--- src/rtl/data_mem_bridge_pkg.sv ---
// Shared parameters for the data memory bridge.
// State encoding and default bus timeout.
package data_mem_bridge_pkg;

  typedef enum logic [1:0] {
    IDLE = 2'd0,
    BUSY = 2'd1,
    DONE = 2'd2
  } state_e;

  localparam int unsigned TIMEOUT_DEFAULT = 255;

endpackage

--- src/rtl/data_mem_bridge_bus_timeout_counter.sv ---
// Wait-cycle counter for the external bus handshake.
// expired_o flags the cycle whose increment would reach LIMIT.
module bus_timeout_counter
  import data_mem_bridge_pkg::*;
#(
  parameter int unsigned LIMIT = TIMEOUT_DEFAULT
) (
  input  logic clock,
  input  logic reset,
  input  logic clear_i,
  input  logic enable_i,
  output logic expired_o
);

  localparam logic [16:0] LimitW = 17'(LIMIT);

  logic [15:0] count_q;
  logic [15:0] count_d;
  logic [16:0] next_w;

  // Clear has priority so a new transfer always starts from zero.
  always_comb begin
    count_d = count_q;
    if (clear_i) begin
      count_d = '0;
    end else if (enable_i) begin
      count_d = count_q + 16'd1;
    end
  end

  // Widened compare so LIMIT = 65535 cannot wrap.
  assign next_w    = {1'b0, count_q} + 17'd1;
  assign expired_o = enable_i && (next_w == LimitW);

  // Counter register.
  always_ff @(posedge clock) begin
    if (reset) begin
      count_q <= '0;
    end else begin
      count_q <= count_d;
    end
  end

endmodule

--- src/rtl/data_mem_bridge.sv ---
// Bridge from the data memory controller to the external
// req/ack bus, with timeout abort and registered outputs.
module data_mem_bridge
  import data_mem_bridge_pkg::*;
#(
  parameter int unsigned TIMEOUT_CYCLES = TIMEOUT_DEFAULT
) (
  input  logic        clock,
  input  logic        reset,
  input  logic        ReadEnable,
  input  logic [3:0]  WriteEnable,
  input  logic [31:0] Address,
  input  logic [31:0] MWriteData,
  output logic        DataMem_Ready,
  output logic [31:0] MReadData,
  output logic        mem_req,
  output logic [3:0]  mem_we,
  output logic [29:0] mem_addr,
  output logic [31:0] mem_wdata,
  input  logic        mem_ack,
  input  logic [31:0] mem_rdata,
  output logic        bus_error
);

  state_e      state_q;
  logic        ready_q;
  logic        err_q;
  logic        req_q;
  logic [3:0]  we_q;
  logic [29:0] addr_q;
  logic [31:0] wdata_q;
  logic [31:0] rdata_q;

  logic start_w;
  logic wait_w;
  logic expired_w;
  logic unused_addr_lsbs;

  // Byte offset is irrelevant on a word bus.
  assign unused_addr_lsbs = ^Address[1:0];

  // A write request also covers the write-wins-over-read case.
  assign start_w = (state_q == IDLE) && (ReadEnable || (|WriteEnable));
  assign wait_w  = (state_q == BUSY) && !mem_ack;

  bus_timeout_counter #(
    .LIMIT(TIMEOUT_CYCLES)
  ) u_timeout (
    .clock    (clock),
    .reset    (reset),
    .clear_i  (start_w),
    .enable_i (wait_w),
    .expired_o(expired_w)
  );

  // Transfer FSM; every output comes straight from a register.
  always_ff @(posedge clock) begin
    if (reset) begin
      state_q <= IDLE;
      ready_q <= 1'b0;
      err_q   <= 1'b0;
      req_q   <= 1'b0;
      we_q    <= 4'b0000;
      addr_q  <= '0;
      wdata_q <= '0;
      rdata_q <= '0;
    end else begin
      ready_q <= 1'b0;
      err_q   <= 1'b0;
      unique case (state_q)
        IDLE: begin
          if (start_w) begin
            state_q <= BUSY;
            req_q   <= 1'b1;
            we_q    <= WriteEnable;
            addr_q  <= Address[31:2];
            wdata_q <= MWriteData;
          end
        end
        BUSY: begin
          if (mem_ack) begin
            state_q <= DONE;
            req_q   <= 1'b0;
            ready_q <= 1'b1;
            if (we_q == 4'b0000) begin
              rdata_q <= mem_rdata;
            end
          end else if (expired_w) begin
            state_q <= DONE;
            req_q   <= 1'b0;
            ready_q <= 1'b1;
            err_q   <= 1'b1;
            if (we_q == 4'b0000) begin
              rdata_q <= 32'h0;
            end
          end
        end
        DONE: begin
          state_q <= IDLE;
        end
        default: begin
          state_q <= IDLE;
          req_q   <= 1'b0;
        end
      endcase
    end
  end

  assign DataMem_Ready = ready_q;
  assign bus_error     = err_q;
  assign mem_req       = req_q;
  assign mem_we        = we_q;
  assign mem_addr      = addr_q;
  assign mem_wdata     = wdata_q;
  assign MReadData     = rdata_q;

endmodule

--- config.mk ---
export PLATFORM = sky130hd
export DESIGN_NAME = data_mem_bridge
export DESIGN_NICKNAME = d
export VERILOG_FILES = /design/src/rtl/data_mem_bridge_pkg.sv /design/src/rtl/data_mem_bridge_bus_timeout_counter.sv /design/src/rtl/data_mem_bridge.sv
export SDC_FILE = /design/constraint.sdc
export NUM_CORES = 1
export LEC_CHECK = 0
export BUFFER_PORTS_ARGS = -buffer_cell sky130_fd_sc_hd__buf_2
export CAP_MARGIN = 0
export CORE_MARGIN = 8
export CORE_UTILIZATION = 45
export CTS_BUF_LIST = sky130_fd_sc_hd__clkbuf_16
export CTS_CLUSTER_DIAMETER = 150
export CTS_CLUSTER_SIZE = 16
export DETAILED_ROUTE_END_ITERATION = 8
export GPL_ROUTABILITY_DRIVEN = 0
export PLACE_DENSITY_LB_ADDON = 0.1
export RECOVER_POWER = 25
export SLEW_MARGIN = 30
export SYNTH_ARGS = -nofsm -noshare
export SYNTH_HDL_FRONTEND = slang
export SYNTH_SLANG_ARGS = --single-unit
--- constraint.sdc ---
create_clock -name clock -period 2.6 [get_ports clock]
set_clock_uncertainty 0.15 [all_clocks]
set_input_delay 0.13 -clock clock [delete_from_list [all_inputs] [get_ports clock]]
set_output_delay 0.13 -clock clock [all_outputs]
set_load 0.05 [all_outputs]
== Word level (Yosys, flattened, before mapping) ==
Index checks and enable logic that the tools add are counted.
Storage, ports and cells
  output and inout port bits: 101
  word-level logic and storage cells: 48
  input bits: 104
  flip-flop bits (word level): 119
Operators by class
  multiplexer cells: 14
  equality and inequality tests: 5
  bitwise logic cells: 2
  add/sub/neg operators: 2
  reductions and logical operators: 16
Operator list (number)
  2-to-1 mux 32 bit: 4
  adder 16 x 1 -> 17 bit (second input constant): 1
  == test 17 x 8 -> 1 bit (second input constant): 1
  adder 16 x 1 -> 16 bit (second input constant): 1
  2-to-1 mux 2 bit: 3
  AND reduction 3 bit: 2
  2-to-1 mux 1 bit: 5
  zero test 4 bit: 1
  one-hot mux 2 bit (2 select lines): 1
  AND reduction 2 bit: 2
  OR reduction 2 bit: 2
  OR reduction 4 bit: 1
  logical AND 1 bit: 3
  != test 3 bit (second input constant): 1
  one-hot mux 1 bit (3 select lines): 1
  OR reduction 3 bit: 1
  == test 2 x 1 -> 1 bit (second input constant): 1
  == test 2 bit (second input constant): 1
  zero test 2 bit: 1
  != test 2 bit (second input constant): 1
  NOT 1 bit: 2
  nonzero test 2 bit: 1
  zero test 1 bit: 1
  logical OR 1 bit: 1

== Depth between registers and ports, before layout ==
Gate-level depths: netlist of run 1.
  depth in word-level cells: 6
  mapped depth: 10
  gate-level depth less buffers: 8

== By module ==
A second synthesis of run 1 with hierarchy kept.
Second synthesis, totals
  cells, all modules: 825
  area, all modules: 7149.4 µm²
By module, submodules not included
  data_mem_bridge: sequential area each 2062.0 µm², times used 1, area each 6198.4 µm², cells an instance 706
  bus_timeout_counter: sequential area each 320.3 µm², times used 1, area each 950.9 µm², cells an instance 119

== Worst setup path before layout of run 1 ==
No wires, ideal clock.
  kind: flip-flop to flip-flop
  from: register u_timeout.count_q[1]
  to: register rdata_q[10] (netlist: MReadData[10])
  library setup time: 0.147 ns
  cell stages (with the launch flop): 10
  arrival: 1.841 ns
  slack: 0.462 ns
  buffers on the path: 2
  required time: 2.303 ns
  clock period less this slack: 2.138 ns
  cell sequence: dfxtp_1 > ha_1 > clkbuf_1 > xnor2_1 > nand2_1 > mux2i_1 > nand3_2 > o21ai_4 > buf_6 > o32ai_2
On the way
  cells in the longest elaborated chain, start to end: 5
Ends and longest elaborated chain
  from (decl): line data_mem_bridge_bus_timeout_counter.sv:17  | logic [15:0] count_q;
  from (signal assigned): line data_mem_bridge_bus_timeout_counter.sv:40  | count_q <= count_d;
  adder 16 x 1 -> 17 bit: line data_mem_bridge_bus_timeout_counter.sv:32  | assign next_w = {1'b0, count_q} + 17'd1;
  == test 17 x 8 -> 1 bit: line data_mem_bridge_bus_timeout_counter.sv:33  | assign expired_o = enable_i && (next_w == LimitW);
  logical AND 1 bit: line data_mem_bridge_bus_timeout_counter.sv:33
  nonzero test 2 bit (no line)
  AND reduction 3 bit (no line)
  to (signal assigned): line data_mem_bridge.sv:86  | rdata_q <= mem_rdata;
  to (decl): line data_mem_bridge.sv:32  | logic [31:0] rdata_q;
No other way between the ends.
A chain may end at the register's enable or synchronous reset.

== Worst setup path after layout of run 1 ==
  from: register u_timeout.count_q[3]
  to: register rdata_q[0] (netlist: MReadData[0])
The elaborated chain is that of the path after synthesis.

==> impl_metrics.json, run 1 <==
{
  "timing.final.setup_violations": 0,
  "clock-sinks": 119,
  "crit_path_max_fanout": 32,
  "period_share_pct": 91.6,
  "cp_top_family": "simple AND/OR/NAND/NOR gates",
  "die_x_um": 121,
  "power_density_nw_per_um2": 707,
  "status": "completed",
  "yosysTopAreaCell": "dfxtp_1",
  "rsz0062_at_grt": "no",
  "area_growth_pct": 52.8,
  "clk_pin_slew_ns": 0.06,
  "syn_area_per_cell_um2": 8.71,
  "wirelength_um": 15100,
  "grt-ovfl-total": 0,
  "diodes": 0,
  "cp_slowest_stage_delay_ns": 0.47,
  "synth_area_um2": 4970,
  "end_kind": "register",
  "layout_common_cells": "buf_2 (146), nand2_1 (139), dfxtp_1 (119)",
  "routedWlPerCell_um": 15.0,
  "ys_seq_area_share_pct": 48.0,
  "fillers": 846,
  "cp.buffers_inverters": 1,
  "ys_types": 42,
  "grt_max_degree": 70,
  "core_um2": 10800,
  "grt_pass1_vias": 4799,
  "grt_pass1_wl_um": 23400,
  "dr.pass1.iters": 4,
  "h-tree-depth": 4,
  "antenna_left": 0,
  "period_minus_slack_ns": 2.38,
  "finalMaxSlewViolations": 0,
  "dpl_worst_slack_ns": 0.261,
  "clk_path_buf_depth": 2,
  "dp_hpwl_um": 9510,
  "crit_path_start_kind": "register",
  "pin_count": 205,
  "rows": 38,
  "final_hold_viol_count": 0,
  "tightest_slew_ns": 0.676,
  "synth-edff-count": 0,
  "initial_core_util_pct": 46.0,
  "die_h_um": 121,
  "placedCellCount": 877,
  "postLayoutCoreUtil_pct": 70.3,
  "syn_nets": 676,
  "synth_top_area_share_pct": 48.0,
  "cts_made_buffers": 17,
  "tritoncts": "yes",
  "drtIter0Drc": 297,
  "arrival_ns": 2.50,
  "hold-worst-slack_ns": 0.0360,
  "fin_setup_tns_ns": 0,
  "regArea_um2": 2380,
  "relSlewSlack_pct": 54.9,
  "ys_warn_count": 0,
  "vias_per_cell": 4.87,
  "die-area_um2": 14700,
  "track_usage_pct": 20.0,
  "drive_gt1_share_pct": 25.7,
  "dr_total_vias": 4906,
  "finalNetCount": 961,
  "clk_latency_ns": 0.41,
  "io_buffers": 202,
  "timing.final.ws_setup_ns": 0.217,
  "fmax_ghz": 0.420,
  "crit_slowest_cell": "dfxtp_1",
  "ys_ff_latch": 119,
  "root_buffer": "clkbuf_16",
  "crit_path_cell_trace": "nand4_2 -> nor4_2 -> mux2i_1 -> nand3_2 -> o21ai_4 -> buf_12 -> o32ai_1",
  "timing.critical_path.required_ns": 2.72,
  "leakagePower_uw": 0.00313,
  "mostFrequentLayoutCell": "buf_2",
  "drcViolationCount": 0,
  "syn-instance-count": 570,
  "fin_cells": 1008,
  "max_cap_viol_count": 0,
  "ys.flop_type": "dfxtp_1",
  "antenna_found_initial": 0,
  "synthTopCellsByArea": "dfxtp_1 (48%), nand2_1 (11%), o32ai_2 (9.8%)",
  "worst_hold_path_type": "input pin to register",
  "cts_setup_buffers": 0,
  "multi_input_area_um2": 2280,
  "max-vdd-ir-drop_uv": 463,
  "async_flop_share_pct": 0,
  "crit_type": "register to register"
}
-- power breakdown --
group          switching, uW  internal (uW)  total [uW]  leakage, uW
combinational            723            339        1060      0.00189
clock                    819           1490        2310     0.000271
sequential              60.8           1940        2000     0.000975
-- metrics by stage --
step	instance area (um2)	power, uW
2_1_floorplan	4970	2720
3_3_place_gp	6080	2970
3_5_place_dp	6080	2990
4_1_cts	7660	5420
5_1_grt	7590	5570
6_report	7590	5370
-- what timing repair did --
| item | 4_1_cts | 5_1_grt |
|---|---|---|
| endpoints found under the hold margin | 101 | 0 |
| gates resized for setup | 0 | 0 |
| hold buffers | 99 | 0 |
-- final timing paths --
| path | cells past startpoint | slack, ns | endpoint | startpoint |
|---|---|---|---|---|
| worst max-delay path | 7 | 0.22 | MReadData[0] | u_timeout.count_q[3] |
| worst min-delay path | 2 | 0.04 | MReadData[27] | reset |
| worst max register to register | 7 | 0.22 | MReadData[0] | u_timeout.count_q[3] |
| worst min register to register | 2 | 0.30 | mem_wdata[24] | mem_wdata[24] |
-- cell type report --
class / count / area share [%]
clock buffer: 17 / 5.61
clock inverter: 15 / 2.13
inverter: 36 / 1.78
multi-input combinational: 373 / 30.1
sequential: 119 / 31.4
tap: 140 / 2.31
timing repair buffer: 308 / 26.7
-- registers in the layout (all words and copies together) (netlist names) --
| register | count |
|---|---|
| MReadData | 32 |
| mem_wdata | 32 |
| mem_addr | 30 |
| u_timeout.count_q | 16 |
| mem_we | 4 |
| state_q | 2 |
| DataMem_Ready | 1 |
| bus_error | 1 |
| mem_req | 1 |
-- logic make-up (layout without fill, tap and decap cells) --
logic type / after synthesis / after routing / synth area share (%)
muxes: 1 / 1 / 0.202
xor gates and xnor gates: 18 / 18 / 3.17
DFF: 119 / 119 / 48.0
AOI/OAI and AO/OA: 116 / 116 / 19.5
adders and majority gates: 2 / 2 / 0.504
buffers and inverters: 78 / 376 / 6.40
and+or+nand+nor: 236 / 236 / 22.3
-- routing by layer --
layer | global-route usage, % | part of all wire [%] | up-vias
li1 | - | - | 2476
met4 | 11.0 | 3.3 | 0
met3 | 7.12 | 7.6 | 36
met2 | 34.0 | 50 | 167
met1 | 21.3 | 39 | 2227
met5 | 0 | 0 | -
-- cell usage after synthesis, types with 2 or more instances --
cell type / number
dfxtp_1: 119
nor4_2: 2
nand4_1: 6
buf_1: 2
buf_6: 3
nand2_1: 140
and4_1: 2
buf_2: 2
o32ai_2: 30
nand3_1: 7
nor2_1: 24
ha_1: 2
and3_1: 4
a21oi_1: 70
or2_2: 2
o21ai_0: 3
xnor2_1: 12
or3_1: 2
o32ai_1: 2
a211oi_1: 5
inv_1: 36
nand2b_1: 34
clkbuf_1: 35
nor3_1: 3
xor2_1: 6
(Power assumes the default switching activity.)
==> run 2: changes to the inputs <==
- CORE_UTILIZATION: 45 -> 30
==> impl_metrics.json, run 2 (synthesized netlist as in run 1, its figures left out) <==
{
  "status": "completed",
  "r2r-end": "MReadData[26]",
  "crit_type": "register to register",
  "tritoncts": "yes",
  "rsz0062_at_grt": "no",
  "wirelength_um": 15300,
  "antenna_found_initial": 0,
  "root_buffer": "clkbuf_16",
  "dr_total_vias": 4827,
  "io_buffers": 202,
  "cp_top_family": "simple AND/OR/NAND/NOR gates",
  "arrival_ns": 2.50,
  "pin_count": 205,
  "timing.final.setup_violations": 0,
  "swShare_pct": 30.7,
  "power.switching_uw": 1570,
  "drtIter0Drc": 227,
  "clock-sinks": 119,
  "drive_gt1_share_pct": 25.6,
  "clk_path_buf_depth": 2,
  "dr.pass1.iters": 4,
  "die_x_um": 145,
  "grt-ovfl-total": 0,
  "end_kind": "register",
  "fmax_ghz": 0.419,
  "routedWlPerCell_um": 14.0,
  "tightest_slew_ns": 0.692,
  "core_um2": 16400,
  "finalNetCount": 966,
  "min_to": "mem_addr[0]",
  "clk_pin_slew_ns": 0.05,
  "leakagePower_uw": 0.00314,
  "period_share_pct": 91.9,
  "layout_common_cells": "buf_2 (146), nand2_1 (139), dfxtp_1 (119)",
  "max_cap_viol_count": 0,
  "crit_path_cell_trace": "nand4_2 -> nor4_2 -> mux2i_1 -> nand3_2 -> o21ai_4 -> buf_12 -> o32ai_2",
  "drcViolationCount": 0,
  "cp_slowest_stage_delay_ns": 0.46,
  "fin_setup_tns_ns": 0,
  "timing.critical_path.required_ns": 2.72,
  "dp_hpwl_um": 10300,
  "grt_pass1_vias": 4827,
  "clockPowerShare_pct": 40.3,
  "finalMaxSlewViolations": 0,
  "worst_hold_path_type": "register to register",
  "crit_path_max_fanout": 32,
  "worstReg2RegStart": "u_timeout.count_q[3]",
  "rows": 47,
  "h-tree-depth": 4,
  "vias_per_cell": 4.42,
  "power_frac_seq_pct": 39.0,
  "intPower_uw": 3550,
  "period_minus_slack_ns": 2.39,
  "antenna_left": 0,
  "worstHoldPathCells": 2,
  "crit_slowest_cell": "dfxtp_1",
  "r2r_cells": 7,
  "grt_pass1_wl_um": 23700,
  "cts_made_buffers": 17,
  "diodes": 0,
  "die_h_um": 145,
  "mostFrequentLayoutCell": "buf_2",
  "pwr-share-comb_pct": 20.7,
  "track_usage_pct": 14.3,
  "power_density_nw_per_um2": 670,
  "relSlewSlack_pct": 53.8,
  "cp.buffers_inverters": 1,
  "initial_core_util_pct": 30.3,
  "path_depth": 7,
  "area_growth_pct": 54.1,
  "final_hold_viol_count": 0,
  "grt_max_degree": 75,
  "max-vdd-ir-drop_uv": 471,
  "clk_latency_ns": 0.41,
  "fillers": 1603,
  "hp-start": "mem_addr[0]",
  "postLayoutCoreUtil_pct": 46.6,
  "die-area_um2": 20900,
  "crit_path_start_kind": "register",
  "r2r_slack_ns": 0.21,
  "finalPower_uw": 5130
}
## run 2: final cells by class
class	instances	area (um2)	share of cell area, %
sequential	119	2380	31.1
multi-input combinational	373	2280	29.8
timing repair buffer	313	2060	26.9
clock buffer	17	425	5.56
tap	220	275	3.60
inverter	36	135	1.77
clock inverter	13	93.8	1.23
## run 2: worst max path at each step
stage,from,endpoint,slack [ns]
2_1_floorplan,u_timeout.count_q[1],MReadData[10],0.46
3_3_place_gp,u_timeout.count_q[3],MReadData[26],0.30
3_5_place_dp,u_timeout.count_q[3],MReadData[26],0.24
4_1_cts,u_timeout.count_q[3],MReadData[10],0.23
5_1_grt,u_timeout.count_q[2],MReadData[30],0.05
6_report,u_timeout.count_q[3],MReadData[26],0.21
## run 2: metal layers
metal | track usage, % | routed length [um] | vias to the layer above
li1 | - | - | 2471
met3 | 5.25 | 1330 | 17
met5 | 0 | 0 | -
met4 | 5.31 | 228 | 0
met2 | 23.3 | 7130 | 157
met1 | 16.8 | 6620 | 2182
## run 2: metrics by stage
| step | instances | instance area [um2] | worst slack [ns] | hold slack (ns) |
|---|---|---|---|---|
| 2_1_floorplan | 570 | 4970 | 0.462 | 0.116 |
| 3_3_place_gp | 959 | 6180 | 0.300 | 0.220 |
| 3_5_place_dp | 959 | 6180 | 0.240 | 0.227 |
| 4_1_cts | 1091 | 7720 | 0.228 | 0.303 |
| 5_1_grt | 1091 | 7650 | 0.0464 | 0.319 |
| 6_report | 1091 | 7650 | 0.212 | 0.302 |
## run 2: timing repair
item                                   CTS  global route
setup buffers                            0             0
endpoints found under the hold margin  100             0
resized for setup                        0             0
hold buffers                           102             0
## run 2: power groups by stage
stage | Clock (uW) | Combinational (uW) | Sequential [uW]
floorplan | 0 | 309 | 2410
global placement | 0 | 953 | 2030
detailed placement | 0 | 963 | 2030
CTS | 2140 | 1090 | 2000
global route | 2230 | 1140 | 2010
finish | 2070 | 1060 | 2000
## run 2: worst reg2reg max path: stages, from the launching register on
cell     delay, ns
dfxtp_1       0.46
nand4_2       0.24
nor4_2        0.38
mux2i_1       0.31
nand3_2       0.15
o21ai_4       0.18
buf_12        0.24
o32ai_2       0.14
